<file path="config.mk">
export PLATFORM = sky130hd
export DESIGN_NAME = pos_cell_reader
export DESIGN_NICKNAME = d
export VERILOG_FILES = /design/src/rtl/pos_cell_reader_pkg.sv /design/src/rtl/pos_stream_fifo.sv /design/src/rtl/pos_cell_reader.sv
export SDC_FILE = /design/constraint.sdc
export NUM_CORES = 1
export LEC_CHECK = 0
export ABC_CLOCK_PERIOD_IN_PS = 4700
export BUFFER_PORTS_ARGS = -buffer_cell sky130_fd_sc_hd__buf_2
export CORE_ASPECT_RATIO = 1.75
export CORE_UTILIZATION = 50
export DETAILED_ROUTE_END_ITERATION = 7
export GPL_TIMING_DRIVEN = 0
export PLACE_DENSITY_LB_ADDON = 0.1
export SETUP_SLACK_MARGIN = 0.05
export SLEW_MARGIN = 20
export SYNTH_ARGS = -nofsm -noshare
export SYNTH_HDL_FRONTEND = slang
export SYNTH_SLANG_ARGS = --single-unit
export TNS_END_PERCENT = 10
</file>
<file path="constraint.sdc">
create_clock -name clk -period 4.7 [get_ports clk]
set_clock_uncertainty 0.2 [all_clocks]
set_input_delay 1.175 -clock clk [delete_from_list [all_inputs] [get_ports clk]]
set_output_delay 1.175 -clock clk [all_outputs]
set_load 0.01 [all_outputs]
</file>
<file path="src/rtl/pos_cell_reader_pkg.sv">
// Shared definitions for the position cell reader.
//   - Memory word geometry: one 96-bit word holds {posz, posy, posx}, 32 b each.
//   - Location of the particle-count field inside the word at address 0.
//   - FSM state encodings, kept as plain logic constants so legacy code can
//     compare against them directly.
package pos_cell_reader_pkg;

  localparam int POS_DATA_WIDTH = 96;
  localparam int AXIS_WIDTH     = 32;

  // The particle count lives in the low bits of the word at address 0.
  localparam int COUNT_LSB = 0;

  // Memory word layout, posx in the least significant lane.
  typedef struct packed {
    logic [AXIS_WIDTH-1:0] posz;
    logic [AXIS_WIDTH-1:0] posy;
    logic [AXIS_WIDTH-1:0] posx;
  } pos_word_t;

  localparam logic [2:0] ST_IDLE     = 3'd0;
  localparam logic [2:0] ST_RD_CNT   = 3'd1;
  localparam logic [2:0] ST_WAIT_CNT = 3'd2;
  localparam logic [2:0] ST_STREAM   = 3'd3;
  localparam logic [2:0] ST_DRAIN    = 3'd4;
  localparam logic [2:0] ST_DONE     = 3'd5;

endpackage

</file>
<file path="src/rtl/pos_stream_fifo.sv">
// Synchronous FIFO used as the output buffer of the cell reader.
// The head entry is presented straight from the storage registers, so the
// consumer sees stable data for as long as it stalls.
//
// Ports:
//   clk, rst_n   clock, async active-low reset (empties the FIFO)
//   push         write push_data this cycle (ignored when full and not popping)
//   push_data    entry to write
//   pop          consume the head entry (ignored when empty)
//   head_data    current head entry, meaningful only while head_valid
//   head_valid   FIFO not empty
//   occupancy    number of stored entries, 0..DEPTH
module pos_stream_fifo #(
  parameter int DEPTH = 4,
  parameter int WIDTH = 8
) (
  input  logic                       clk,
  input  logic                       rst_n,
  input  logic                       push,
  input  logic [WIDTH-1:0]           push_data,
  input  logic                       pop,
  output logic [WIDTH-1:0]           head_data,
  output logic                       head_valid,
  output logic [$clog2(DEPTH+1)-1:0] occupancy
);

  localparam int PTR_W = (DEPTH > 1) ? $clog2(DEPTH) : 1;
  localparam int OCC_W = $clog2(DEPTH+1);

  logic [WIDTH-1:0] storage [DEPTH];
  logic [PTR_W-1:0] wr_ptr;
  logic [PTR_W-1:0] rd_ptr;
  logic             do_push;
  logic             do_pop;

  // Pointers wrap explicitly so DEPTH need not be a power of two.
  function automatic logic [PTR_W-1:0] ptr_inc(input logic [PTR_W-1:0] p);
    return (p == PTR_W'(DEPTH-1)) ? '0 : p + PTR_W'(1);
  endfunction

  assign head_valid = (occupancy != '0);
  assign head_data  = storage[rd_ptr];
  assign do_pop     = pop && head_valid;
  // A push into a full FIFO is accepted only when the head leaves in the same cycle.
  assign do_push    = push && ((occupancy != OCC_W'(DEPTH)) || do_pop);

  // NOTE: clocked state uses non-blocking assignments so every register
  // samples the pre-edge values, independent of statement order.
  always_ff @(posedge clk or negedge rst_n) begin
    if (!rst_n) begin
      wr_ptr    <= '0;
      rd_ptr    <= '0;
      occupancy <= '0;
    end else begin
      if (do_push) wr_ptr <= ptr_inc(wr_ptr);
      if (do_pop)  rd_ptr <= ptr_inc(rd_ptr);
      case ({do_push, do_pop})
        2'b10:   occupancy <= occupancy + OCC_W'(1);
        2'b01:   occupancy <= occupancy - OCC_W'(1);
        default: occupancy <= occupancy;
      endcase
    end
  end

  // NOTE: the storage array has no reset; emptiness is tracked by the
  // pointers/occupancy, and the top masks the head while it is not valid.
  always_ff @(posedge clk) begin
    if (do_push) storage[wr_ptr] <= push_data;
  end

endmodule

</file>
<file path="src/rtl/pos_cell_reader.sv">
// Read-side controller for one position cell memory.
// On an accepted start it reads the particle count at address 0, then reads
// particles 1..N and streams them as {posz,posy,posx} words with their
// address (pid) and a last tag over a valid/ready interface. Reads are only
// issued while the output FIFO is guaranteed to have room for them, so
// back-pressure stalls the memory side and nothing is ever dropped.
//
// Ports:
//   clk, rst_n      clock, async active-low reset
//   start           begin a cell read; ignored unless idle
//   busy            high from the cycle after an accepted start until done
//   done            one-cycle pulse after the last beat (or an empty cell)
//   count_err       sticky: stored count was above PARTICLE_NUM-1
//   particle_count  captured (clamped) particle count
//   mem_address     RAM address, holds its last value between reads
//   mem_rden        RAM read enable, high only on issue cycles
//   mem_q           RAM read data, valid RD_LATENCY cycles after issue
//   out_valid/out_ready/out_data/out_pid/out_last   particle stream
module pos_cell_reader
  import pos_cell_reader_pkg::*;
#(
  parameter int DATA_WIDTH   = POS_DATA_WIDTH,
  parameter int ADDR_WIDTH   = 8,
  parameter int PARTICLE_NUM = 220,
  parameter int RD_LATENCY   = 2,
  parameter int FIFO_DEPTH   = 4
) (
  input  logic                  clk,
  input  logic                  rst_n,
  input  logic                  start,
  output logic                  busy,
  output logic                  done,
  output logic                  count_err,
  output logic [ADDR_WIDTH-1:0] particle_count,
  output logic [ADDR_WIDTH-1:0] mem_address,
  output logic                  mem_rden,
  input  logic [DATA_WIDTH-1:0] mem_q,
  output logic                  out_valid,
  input  logic                  out_ready,
  output logic [DATA_WIDTH-1:0] out_data,
  output logic [ADDR_WIDTH-1:0] out_pid,
  output logic                  out_last
);

  localparam int ENTRY_W = DATA_WIDTH + ADDR_WIDTH + 1;
  localparam int OCC_W   = $clog2(FIFO_DEPTH+1);
  localparam logic [ADDR_WIDTH-1:0] MAX_COUNT = ADDR_WIDTH'(PARTICLE_NUM-1);

  logic [2:0]            state;
  logic [2:0]            state_nxt;
  logic [ADDR_WIDTH-1:0] next_idx;   // next particle address to issue
  logic [ADDR_WIDTH-1:0] addr_q;     // last issued address

  // In-flight reads, stage RD_LATENCY-1 lines up with valid mem_q.
  // pid 0 marks the count read, which never enters the FIFO.
  logic [RD_LATENCY-1:0] sr_valid;
  logic [RD_LATENCY-1:0] sr_last;
  logic [ADDR_WIDTH-1:0] sr_pid [RD_LATENCY];

  logic                  ret_valid;
  logic [ADDR_WIDTH-1:0] ret_pid;
  logic                  ret_last;
  logic [ADDR_WIDTH-1:0] n_raw;
  logic [OCC_W-1:0]      in_flight;
  logic [OCC_W-1:0]      occupancy;
  logic [OCC_W:0]        credit_sum;
  logic                  credit_ok;
  logic                  issue;
  logic                  issue_last;
  logic                  handshake;

  logic                  push;
  logic [ENTRY_W-1:0]    push_data;
  logic [ENTRY_W-1:0]    head_data;
  logic                  head_valid;

  assign ret_valid = sr_valid[RD_LATENCY-1];
  assign ret_pid   = sr_pid[RD_LATENCY-1];
  assign ret_last  = sr_last[RD_LATENCY-1];
  assign n_raw     = mem_q[COUNT_LSB +: ADDR_WIDTH];

  // Particle reads still on their way from the RAM.
  always_comb begin
    in_flight = '0;
    for (int i = 0; i < RD_LATENCY; i++) begin
      if (sr_valid[i] && (sr_pid[i] != '0)) in_flight = in_flight + OCC_W'(1);
    end
  end

  // A read may issue only if every read already owed a FIFO slot, plus this
  // one, still fits. Pops in the same cycle are not credited, which keeps the
  // check conservative and still sustains one read per cycle at depth 4.
  assign credit_sum = {1'b0, in_flight} + {1'b0, occupancy};
  assign credit_ok  = credit_sum < (OCC_W+1)'(FIFO_DEPTH);
  assign issue      = (state == ST_STREAM) && credit_ok;
  assign issue_last = issue && (next_idx == particle_count);

  assign mem_rden    = (state == ST_RD_CNT) || issue;
  assign mem_address = (state == ST_RD_CNT) ? '0 :
                       issue                ? next_idx : addr_q;

  assign handshake = out_valid && out_ready;

  assign busy = (state == ST_RD_CNT) || (state == ST_WAIT_CNT) ||
                (state == ST_STREAM) || (state == ST_DRAIN);
  assign done = (state == ST_DONE);

  // NOTE: every combinational output gets a default before the case so no
  // path leaves it unassigned and no latch is inferred.
  always_comb begin
    state_nxt = state;
    case (state)
      ST_IDLE:     if (start) state_nxt = ST_RD_CNT;
      ST_RD_CNT:   state_nxt = ST_WAIT_CNT;
      ST_WAIT_CNT: if (ret_valid) state_nxt = (n_raw == '0) ? ST_DONE : ST_STREAM;
      ST_STREAM:   if (issue_last) state_nxt = ST_DRAIN;
      ST_DRAIN:    if (handshake && out_last) state_nxt = ST_DONE;
      ST_DONE:     state_nxt = ST_IDLE;
      default:     state_nxt = ST_IDLE;
    endcase
  end

  always_ff @(posedge clk or negedge rst_n) begin
    if (!rst_n) begin
      state          <= ST_IDLE;
      next_idx       <= '0;
      addr_q         <= '0;
      particle_count <= '0;
      count_err      <= 1'b0;
    end else begin
      state <= state_nxt;
      if (mem_rden) addr_q <= mem_address;
      if ((state == ST_IDLE) && start) count_err <= 1'b0;
      if ((state == ST_WAIT_CNT) && ret_valid) begin
        next_idx <= ADDR_WIDTH'(1);
        if (n_raw > MAX_COUNT) begin
          particle_count <= MAX_COUNT;
          count_err      <= 1'b1;
        end else begin
          particle_count <= n_raw;
        end
      end else if (issue) begin
        next_idx <= next_idx + ADDR_WIDTH'(1);
      end
    end
  end

  // Read-latency tracker; reset discards anything still in the RAM pipeline.
  always_ff @(posedge clk or negedge rst_n) begin
    if (!rst_n) begin
      sr_valid <= '0;
      sr_last  <= '0;
      for (int i = 0; i < RD_LATENCY; i++) sr_pid[i] <= '0;
    end else begin
      sr_valid[0] <= mem_rden;
      sr_last[0]  <= issue_last;
      sr_pid[0]   <= mem_address;
      for (int i = 1; i < RD_LATENCY; i++) begin
        sr_valid[i] <= sr_valid[i-1];
        sr_last[i]  <= sr_last[i-1];
        sr_pid[i]   <= sr_pid[i-1];
      end
    end
  end

  assign push      = ret_valid && (ret_pid != '0);
  assign push_data = {ret_last, ret_pid, mem_q};

  pos_stream_fifo #(
    .DEPTH (FIFO_DEPTH),
    .WIDTH (ENTRY_W)
  ) u_fifo (
    .clk        (clk),
    .rst_n      (rst_n),
    .push       (push),
    .push_data  (push_data),
    .pop        (handshake),
    .head_data  (head_data),
    .head_valid (head_valid),
    .occupancy  (occupancy)
  );

  // Outputs read as zero whenever nothing valid is at the head.
  assign out_valid = head_valid;
  assign out_data  = head_valid ? head_data[DATA_WIDTH-1:0] : '0;
  assign out_pid   = head_valid ? head_data[DATA_WIDTH +: ADDR_WIDTH] : '0;
  assign out_last  = head_valid && head_data[ENTRY_W-1];

endmodule
</file>
==> impl_results.md <==
* Post-Place Setup Slack at 0.647 ns
* Crit path kind: flop to output pin
* CP startpoint kind: flop
* Cells on worst reg2reg path at 5
* Peak VDD IR at 0.402 mV
* Core area at 0.0360 mm²
* R2R Path End: u_fifo.storage[2][70]
* Post-Synthesis Cells at 899
* Width of the die at 146 µm
* Leakage at 7.73 nW
* Nets at 1289
* Final setup viols at 0
* Hold crit path type: flop to flop
* Max-slew violations at 0
* Hold-fix buffers, CTS at 0
* Min-delay src: sr_last[0]
* Main combinational cell family by area after synthesis: multiplexers
* Clock transition at path regs at 0.06 ns
* WP data required at 3.32 ns
* Full die area at 0.0373 mm²
* CP max-delay cell: dfrtp_1
* Leading cell type in the layout, fill and taps excluded: edfxtp_1
* Layout area overhead at 18.3%
* Die Y at 255 µm
* Largest net degree at the start of global routing at 56
* CP arrival at 3.07 ns
* I/O pin cnt at 226
* CTS Buffer Depth at 3
* Num CTS Buffers at 42
* Routed Antenna Nets at 0
* Synth cell types at 42
* First-pass GRT wire length at 54700 µm
* Worst r2r src: sr_valid[1]
* Most area-consuming cells after synthesis: edfxtp_1, mux4_2, dfrtp_1, and2_1, nand2_1
* Layout cell share with drive strength beyond 1 at 35.7%
* Largest area contributor in the netlist: edfxtp_1
* Routed vias/inst at 5.40
* CP top delay family: buffers and inverters
* Status: finished clean
* Dpl cell area at 0.0202 mm²
* Mean Syn Cell Area at 20.3 µm²
* CTS sink count at 475
* GRT Residual Overflow at 0
* Multiplexer share of the synthesized area at 13.3%
* Setup bufs post-CTS at 0
* Fillers at 2736
* Post-synthesis sequential area ratio at 76.6%
* Most frequent cells in the layout: edfxtp_1, buf_2, mux4_2, and2_1, dfrtp_1
* Least-Margin Pin Slew at 0.730 ns
* Placed wire-length estimate at 23600 µm
* Final core occ at 60.0%
* CP endpoint kind: output pin
* F_max at 0.225 GHz
* Count of flip-flops with a built-in enable after synthesis at 420
* PD cells at 595 mW/mm²
* Flop-to-flop setup slack at 1.76 ns
* Initial antenna violation count at 9
* Fin. Hold Viols at 0
* Final wirelength at 36000 µm
* Worst setup path start: ret_pid[1]
* Post-DR wirelength/cell at 21.3 µm
* Crit path setup slack, layout at 0.259 ns
* Max incr delay on CP at 0.42 ns
* Share of synthesized registers carrying an async set or reset at 11.6%
* Post-synthesis adder-cell area fraction at 0.726%
* Post-route insts no fill at 1688
* 1st-iter DRT viols at 546
* Unrepaired setup endpoints after global routing: false
* Simple-Gate Fraction of Synth Area at 6.32%
* CTS tree: built
* Synthesized area at 0.0183 mm²
* Via count at 9121
* Buf/Inv on CP at 3
* Final RePlAce weighted congestion at 0.808
* Max-cap check violation count at 0
* Final Critical Period at 4.44 ns
* # rows at 92
* DRT Pass-1 Iters at 6
* Clock latency on the worst-skew pair at 0.54 ns
* Initial cell density of the core at 50.7%
* Mapped Nets at 1009
* Post-synthesis compound-gate area fraction at 1.01%
* Post-Synth XOR/XNOR Area at 0.719%
* Fin crit share at 94.5%
* Hold EP: sr_last[1]
* #FFs+latches synth at 475
* Port bufs at 225
* Worst Hold Depth at 0
* Post-route cell area at 0.0216 mm²
* Dominant synthesized flop cell: edfxtp_1
* Vias in the first global route at 9782
* Worst Path Max Fanout at 10
* Synth top area share at 69.1%
* Relative slew slack at 51.3%
* Total Routing Usage GR at 19.7%
* CTS root buf: clkbuf_16
* Worst-path cell chain: nor4_2 > a21boi_1 > ha_1 > ha_1 > nand3_1 > nand3_2 > clkbuf_4 > clkbuf_4 > o21ai_0 > buf_2
* Syn. warnings at 0
* H-tree levels at 2
* Placed insts at 1605
* DRC violations left at 0
==> worst max path at each step <==
stage / to / slack, ns / depth (start not counted)
6_report: mem_address[3] / 0.26 / 10
3_5_place_dp: mem_address[4] / 0.65 / 11
2_1_floorplan: u_fifo.storage[0][0] / 0.17 / 2
3_3_place_gp: u_fifo.storage[3][64] / -2.21 / 3
4_1_cts: mem_address[4] / 0.10 / 11
5_1_grt: mem_address[3] / 0.05 / 10
==> per-layer routing <==
metal | wire length, µm | GRT usage, % | up-vias
li1 | - | - | 4119
met2 | 19700 | 36.5 | 212
met5 | 54 | 0 | -
met3 | 1820 | 4.42 | 68
met1 | 13200 | 22.0 | 4714
met4 | 1190 | 7.71 | 8
==> power breakdown <==
group / switching (W) / internal, W / total (W)
Combinational: 0.00219 / 0.00198 / 0.00417
Sequential: 0.000191 / 0.00510 / 0.00529
Clock: 0.00144 / 0.00196 / 0.00340
==> cell families after synthesis <==
logic type	after synthesis
flops	475
xor+xnor	15
compound gates	29
mux	111
buf+inv	53
simple gates	206
fa+ha+maj	10
==> stage by stage <==
stage	hold slack, ns	TNS [ns]	total power (W)
finish	0.154	0	0.0129
global route	0.162	0	0.0135
CTS	0.158	0	0.0131
detailed placement	0.141	0	0.00966
global placement	0.135	-914.08	0.00963
floorplan	0.131	0	0.00807
==> flip-flops by register name, summed over array words and instances (netlist names), 3 cells and up <==
register,cells
addr_q,8
next_idx,8
particle_count,8
ret_pid,8
sr_pid,8
state,3
u_fifo.occupancy,3
u_fifo.storage,420
==> timing repair <==
item,in CTS,in global routing
pin swaps,0,0
resized for setup,1,4
setup endpoints to repair,2,7
gates cloned,0,0
==> area by class of cell <==
class	instances	area [µm²]	area share, %
antenna	5	12.5	0.0579
inverter	9	33.8	0.156
clock inverter	23	201	0.932
clock buffer	55	1160	5.39
buffer	44	215	0.996
tap	470	588	2.72
timing repair buffer	236	1350	6.24
sequential	475	14000	64.7
multi-input combinational	371	4060	18.8
==> Yosys cell counts, types with 4 or more instances <==
master and count:
clkbuf_1 23, xnor2_1 14, inv_1 9, a21oi_1 5, buf_4 5, mux4_2 105, a21boi_0 4, and3_1 4
nand2_1 43, and2_1 109, nor2_1 12, or3_1 4, mux2_2 4, nor4_1 5, nand3_1 12, o21ai_0 11
nand4_1 5, dfrtp_1 55, buf_2 15, edfxtp_1 420, ha_1 9
No activity file was read; power rests on OpenSTA's default activity.
